## config.mk

```make
export PLATFORM = sky130hd
export DESIGN_NAME = pipe_front_ctrl
export DESIGN_NICKNAME = d
export VERILOG_FILES = /design/src/rtl/pipe_front_ctrl.sv
export SDC_FILE = /design/constraint.sdc
export NUM_CORES = 1
export LEC_CHECK = 0
export BUFFER_PORTS_ARGS = -buffer_cell sky130_fd_sc_hd__buf_2
export CAP_MARGIN = 10
export CORE_MARGIN = 4
export CORE_UTILIZATION = 35
export DETAILED_ROUTE_END_ITERATION = 8
export PLACE_DENSITY = 0.61
export SYNTH_ARGS = -nofsm -noshare
export SYNTH_HDL_FRONTEND = slang
export SYNTH_SLANG_ARGS = --single-unit
```

## constraint.sdc

```tcl
create_clock -name clk -period 5.2 [get_ports clk]
set_clock_uncertainty 0.2 [all_clocks]
set_input_delay 1.04 -clock clk [delete_from_list [all_inputs] [get_ports clk]]
set_output_delay 1.04 -clock clk [all_outputs]
set_load 0.005 [all_outputs]
```

## src/rtl/pipe_front_ctrl.sv

```systemverilog
// Front-end pipeline control: PC register, IF/ID and ID/EX pipeline registers,
// and saturating stall/flush event counters. All outputs come straight from flops.
module pipe_front_ctrl (
    input  logic        clk,
    input  logic        rst,
    input  logic        PC_sleep,
    input  logic        IF_ID_sleep,
    input  logic        ID_Ex_flush,
    input  logic        Br_taken,
    input  logic [31:0] Br_target,
    input  logic [31:0] IF_Instr,
    input  logic        ID_RegWr,
    input  logic        ID_MemRead,
    input  logic        ID_MemWr,
    input  logic [4:0]  ID_Rs,
    input  logic [4:0]  ID_Rt,
    input  logic [4:0]  ID_Rw,
    output logic [31:0] PC,
    output logic [31:0] ID_Instr,
    output logic [31:0] ID_PC4,
    output logic        ID_valid,
    output logic        Ex_RegWr,
    output logic        Ex_MemRead,
    output logic        Ex_MemWr,
    output logic [4:0]  Ex_Rs,
    output logic [4:0]  Ex_Rt,
    output logic [4:0]  Ex_Rw,
    output logic        Ex_valid,
    output logic [15:0] Stall_cnt,
    output logic [15:0] Flush_cnt
);

    logic [31:0] pc_q, pc_d, pc_plus4;
    logic [31:0] id_instr_q, id_instr_d, id_pc4_q, id_pc4_d;
    logic        id_valid_q, id_valid_d;
    logic        ex_regwr_q, ex_regwr_d, ex_memrd_q, ex_memrd_d, ex_memwr_q, ex_memwr_d;
    logic [4:0]  ex_rs_q, ex_rs_d, ex_rt_q, ex_rt_d, ex_rw_q, ex_rw_d;
    logic        ex_valid_q, ex_valid_d;
    logic [15:0] stall_cnt_q, stall_cnt_d, flush_cnt_q, flush_cnt_d;

    assign pc_plus4 = pc_q + 32'd4;

    always_comb begin
        pc_d        = pc_plus4;
        id_instr_d  = IF_Instr;
        id_pc4_d    = pc_plus4;
        id_valid_d  = 1'b1;
        ex_regwr_d  = ID_RegWr   & id_valid_q;
        ex_memrd_d  = ID_MemRead & id_valid_q;
        ex_memwr_d  = ID_MemWr   & id_valid_q;
        ex_rs_d     = ID_Rs;
        ex_rt_d     = ID_Rt;
        ex_rw_d     = ID_Rw;
        ex_valid_d  = id_valid_q;
        stall_cnt_d = stall_cnt_q;
        flush_cnt_d = flush_cnt_q;

        // A taken branch squashes everything younger, so it beats every hold.
        if (Br_taken)
            pc_d = Br_target;
        else if (PC_sleep)
            pc_d = pc_q;

        if (Br_taken) begin
            id_instr_d = '0;
            id_pc4_d   = '0;
            id_valid_d = 1'b0;
        end else if (IF_ID_sleep) begin
            id_instr_d = id_instr_q;
            id_pc4_d   = id_pc4_q;
            id_valid_d = id_valid_q;
        end

        if (Br_taken || ID_Ex_flush) begin
            ex_regwr_d = 1'b0;
            ex_memrd_d = 1'b0;
            ex_memwr_d = 1'b0;
            ex_rs_d    = '0;
            ex_rt_d    = '0;
            ex_rw_d    = '0;
            ex_valid_d = 1'b0;
        end

        if (PC_sleep && !Br_taken && stall_cnt_q != 16'hFFFF)
            stall_cnt_d = stall_cnt_q + 16'd1;
        if (Br_taken && flush_cnt_q != 16'hFFFF)
            flush_cnt_d = flush_cnt_q + 16'd1;
    end

    always_ff @(posedge clk) begin
        if (rst) begin
            pc_q        <= '0;
            id_instr_q  <= '0;
            id_pc4_q    <= '0;
            id_valid_q  <= 1'b0;
            ex_regwr_q  <= 1'b0;
            ex_memrd_q  <= 1'b0;
            ex_memwr_q  <= 1'b0;
            ex_rs_q     <= '0;
            ex_rt_q     <= '0;
            ex_rw_q     <= '0;
            ex_valid_q  <= 1'b0;
            stall_cnt_q <= '0;
            flush_cnt_q <= '0;
        end else begin
            pc_q        <= pc_d;
            id_instr_q  <= id_instr_d;
            id_pc4_q    <= id_pc4_d;
            id_valid_q  <= id_valid_d;
            ex_regwr_q  <= ex_regwr_d;
            ex_memrd_q  <= ex_memrd_d;
            ex_memwr_q  <= ex_memwr_d;
            ex_rs_q     <= ex_rs_d;
            ex_rt_q     <= ex_rt_d;
            ex_rw_q     <= ex_rw_d;
            ex_valid_q  <= ex_valid_d;
            stall_cnt_q <= stall_cnt_d;
            flush_cnt_q <= flush_cnt_d;
        end
    end

    assign PC         = pc_q;
    assign ID_Instr   = id_instr_q;
    assign ID_PC4     = id_pc4_q;
    assign ID_valid   = id_valid_q;
    assign Ex_RegWr   = ex_regwr_q;
    assign Ex_MemRead = ex_memrd_q;
    assign Ex_MemWr   = ex_memwr_q;
    assign Ex_Rs      = ex_rs_q;
    assign Ex_Rt      = ex_rt_q;
    assign Ex_Rw      = ex_rw_q;
    assign Ex_valid   = ex_valid_q;
    assign Stall_cnt  = stall_cnt_q;
    assign Flush_cnt  = flush_cnt_q;

endmodule

```

# Yosys cells after proc, flatten, opt, wreduce, memory -nomap -nowiden
# Cells that the tools add are included.
[word_totals]
register_bits = 148
[op_classes]
addsub = 3
eq_ne = 3
muxes = 2
n_bitwise = 3
reduce_logical = 7
[ops]
columns = ["cell", "count"]
rows = [
  ["$mux W32", 2],
  ["$add A16 B1 Y16 const B", 2],
  ["$add A32 B3 Y32 const B", 1],
  ["$ne A16 B16 Y1 const B", 2],
  ["$reduce_or A2 Y1", 2],
  ["$and A1 B1 Y1", 3],
  ["$logic_and A1 B1 Y1", 3],
  ["$ne A2 B1 Y1 const B", 1],
  ["$logic_not A1 Y1", 1],
  ["$logic_or A1 B1 Y1", 1],
]

# Longest topological paths before layout
[logic_depth]
word_depth = 3
mapped_depth = 8

# Worst setup path after synthesis
# Ideal clock, no wire load.
[synth_path]
path_type = "input to register"
startpoint = "input IF_ID_sleep"
endpoint = "register id_instr_q[13], in the netlist ID_Instr[13]"
setup_time_ns = 0.128
t_arrival_ns = 2.274
t_required_ns = 4.872
slack_ns = 2.599
path_stages = 5
n_path_buf = 3
cell_sequence = "clkbuf_1 > buf_1 > buf_1 > mux2i_1 > nor2_1"
[synth_rtl]
columns = ["element", "line_no", "text"]
rows = [
  ["start, declared", "7", "input logic IF_ID_sleep,"],
  ["end signal, assigned", "107", "id_instr_q <= id_instr_d;"],
  ["end, declared", "34", "logic [31:0] id_instr_q, id_instr_d, id_pc4_q, id_pc4_d;"],
]

# Final worst setup path
[layout_path]
startpoint = "register pc_q[2], in the netlist PC[2]"
endpoint = "register pc_q[28], in the netlist PC[28]"
[layout_via]
elab_chain_len = 3
[layout_lines]
columns = ["element", "line_no", "text"]
rows = [
  ["start, declared", "33", "logic [31:0] pc_q, pc_d, pc_plus4;"],
  ["start signal, assigned", "106", "pc_q <= pc_d;"],
  ["$add A32 B3 Y32", "41", "assign pc_plus4 = pc_q + 32'd4;"],
  ["$mux W32", "61", "else if (PC_sleep)"],
  ["$mux W32", "59", "if (Br_taken)"],
]
# No other way between the ends. The select of a mux whose other input is x is not followed.
# A chain may end at the register's enable or synchronous reset.

==> reports/results.ini <==
[status]
result_of_the_run = finished clean

[worst_setup_path]
crit-reg2reg-capture = PC[28]
critPathRequiredTime_ns = 5.33
crit_fanout = 17
regToRegStartpoint = PC[2]
crit_path_start_kind = register
startpoint = PC[2]
crit_end = PC[28]
timing.reg2reg.worst_path_depth = 6
ff2ff_setup_slack_ns = 2.39
cp.arrival_ns = 2.93
critical_path.endpoint_type = register
timing_worst_setup_path_type = reg2reg

[timing]
finalSetupViolCount = 0
holdWs_ns = 0.259
post-route-period-util_pct = 54.0
max_freq_ghz = 0.356
worstMarginPinSlew_ns = 1.03
grt_setup_unrepaired = false
totalNegativeSetupSlack_ns = 0
relSlewSlack_pct = 30.9
final-max-slew-violation-count = 0
post-route-min-period_ns = 2.81
timing.final.hold_violations = 0

[cts]
cts-root-to-sink-buffers = 2
clock_tree.htree_level_count = 4
cts-buffers-inserted = 17
worst_skew_pair.late_latency_ns = 0.41
clock_tree_from_tritoncts = done
number_of_clock_sinks = 148
cts_setup_buffers = 0
cts-hold-fix-buffers = 0
clk_root_buffer_cell = sky130_fd_sc_hd__clkbuf_16
postCtsResizedCells = 0
cts.clk_slew.worst_paths_ns = 0.06

[finish]
layout-area-overhead-vs-synth_pct = 28.3
final_core_util_pct = 45.9
layout_common_cells = sky130_fd_sc_hd__buf_2, sky130_fd_sc_hd__dfxtp_1, sky130_fd_sc_hd__nor2_1
final.fill_count = 1812
multiInputGateArea_um2 = 3270
fin_nets = 1016
layout-drive-gt1-share_pct = 31.2
layout_commonest_cell = sky130_fd_sc_hd__buf_2
regArea_um2 = 2960
finished_cell_area_um2 = 8310
diode_count = 0

[synthesis]
proportion_of_synthesized_flip_flops_having_asynchronous_set_or_reset_pct = 0
synth_seq_cells = 148
post_synth_instance_area_um2 = 6470
synthCells = 716
ys.warnings.count = 0
ys_seq_area_share_pct = 45.8
postSynthNetCount = 807
synth_edf_count = 0
yosys.cell_types.count = 47
synth-main-ff-cell = sky130_fd_sc_hd__dfxtp_1
avgSynthCellArea_um2 = 9.04

[detailed_routing]
drtPass1Iterations = 4
routed_via_density = 4.90
route.vias.total = 5723
routed_wl_um = 18000
wl_per_cell_um = 15.5
drt.antenna.violating_nets = 0
initialDrtViolationCount = 188
drc = 0

[placed_design]
port_buffers = 235
finalWeightedCongestion = 0.795
dp.final_hpwl_um = 12800
place_area_um2 = 7750

[global_routing]
gr-total-overflow = 0
grt_first_pass_wirelength_um = 28500
grt_max_degree = 59
antenna_found_initial = 3
grtUsageTotal_pct = 17.3
first_global_vias = 5520

[min_path]
min-delay-path-class = reg2reg

[die]
die_width_um = 144
floorplan.core_area_um2 = 18100
floorplan.initialDensity_pct = 35.8
io_pins = 236
floorplan.die.height_um = 144
floorplan.rows = 49
die_area_um2 = 20700

[flow_run]
drv.max_cap_violation_count = 0

[power]
total_power_mw = 2.59
power_leakage_nw = 3.70
power.density_cell_area_nw_per_um2 = 312
ir_worst_vdd_mv = 0.217

[cell usage after synthesis (15+ instances only)]
library cell               number  area (µm²)
sky130_fd_sc_hd__dfxtp_1      148        2960
sky130_fd_sc_hd__nor2_1       127         477
sky130_fd_sc_hd__mux2i_1       51         510
sky130_fd_sc_hd__xor2_1        40         350
sky130_fd_sc_hd__nand2_1       37         139
sky130_fd_sc_hd__a21oi_1       32         160
sky130_fd_sc_hd__xnor2_1       31         272
sky130_fd_sc_hd__clkbuf_1      27         101
sky130_fd_sc_hd__o21ai_0       24         120
sky130_fd_sc_hd__and2_1        20         125
sky130_fd_sc_hd__nor3_1        19        95.1
sky130_fd_sc_hd__a211oi_1      16         120
sky130_fd_sc_hd__nand4_1       15        93.8
[report_power, final]
part           total [mW]  internal, mW  switching (mW)
combinational       0.214         0.102           0.112
sequential           1.22          1.17          0.0426
clock                1.17         0.673           0.493
[registers in the layout, summed over array words and instances (netlist names), 5 cells and up]
name	cells
ID_Instr	32
ID_PC4	32
PC	32
Flush_cnt	16
Stall_cnt	16
Ex_Rs	5
Ex_Rt	5
Ex_Rw	5
[area by class of cell]
class / count / area share [%]
multi-input combinational: 512 / 39.4
sequential: 148 / 35.7
timing repair buffer: 239 / 14.5
clock buffer: 21 / 5.42
tap: 229 / 3.45
clock inverter: 11 / 1.26
inverter: 7 / 0.316
[how the worst min path moves through the flow]
stage,from,end,slack [ns],cells after the start
after CTS,ID_PC4[14],ID_PC4[14],0.26,2
final,ID_PC4[14],ID_PC4[14],0.26,2
after detailed placement,ID_PC4[14],ID_PC4[14],0.25,2
after floorplan,ID_PC4[12],ID_PC4[12],0.26,2
after global routing,ID_PC4[12],ID_PC4[12],0.29,2
after global placement,ID_PC4[12],ID_PC4[12],0.25,2
[worst max-delay path: stages, from the launching register on]
cell                       delay, ns
sky130_fd_sc_hd__dfxtp_1        0.44
sky130_fd_sc_hd__ha_1           0.32
sky130_fd_sc_hd__nand2_1        0.13
sky130_fd_sc_hd__or4_1          0.90
sky130_fd_sc_hd__nor4_2         0.41
sky130_fd_sc_hd__xnor2_1        0.10
sky130_fd_sc_hd__a211oi_1       0.22
[layer usage]
metal	GRT usage (%)	wire (µm)
met5	0	39
met4	6.10	382
met3	5.26	1170
met2	27.1	8410
met1	22.7	8040
[per-stage QoR]
step | cells | setup slack [ns]
after floorplan | 716 | 2.60
after global placement | 1135 | 2.16
after detailed placement | 1135 | 2.14
after CTS | 1167 | 2.42
after global routing | 1167 | 2.18
final | 1167 | 2.39
[cells by family after synthesis]
| family | synth area share, % |
|---|---|
| mux | 7.88 |
| simple gates | 22.9 |
| compound gates | 9.55 |
| fa+ha+maj | 0.580 |
| xor+xnor | 9.60 |
| flops | 45.8 |
| buf+inv | 3.71 |
(Power assumes the default switching activity.)
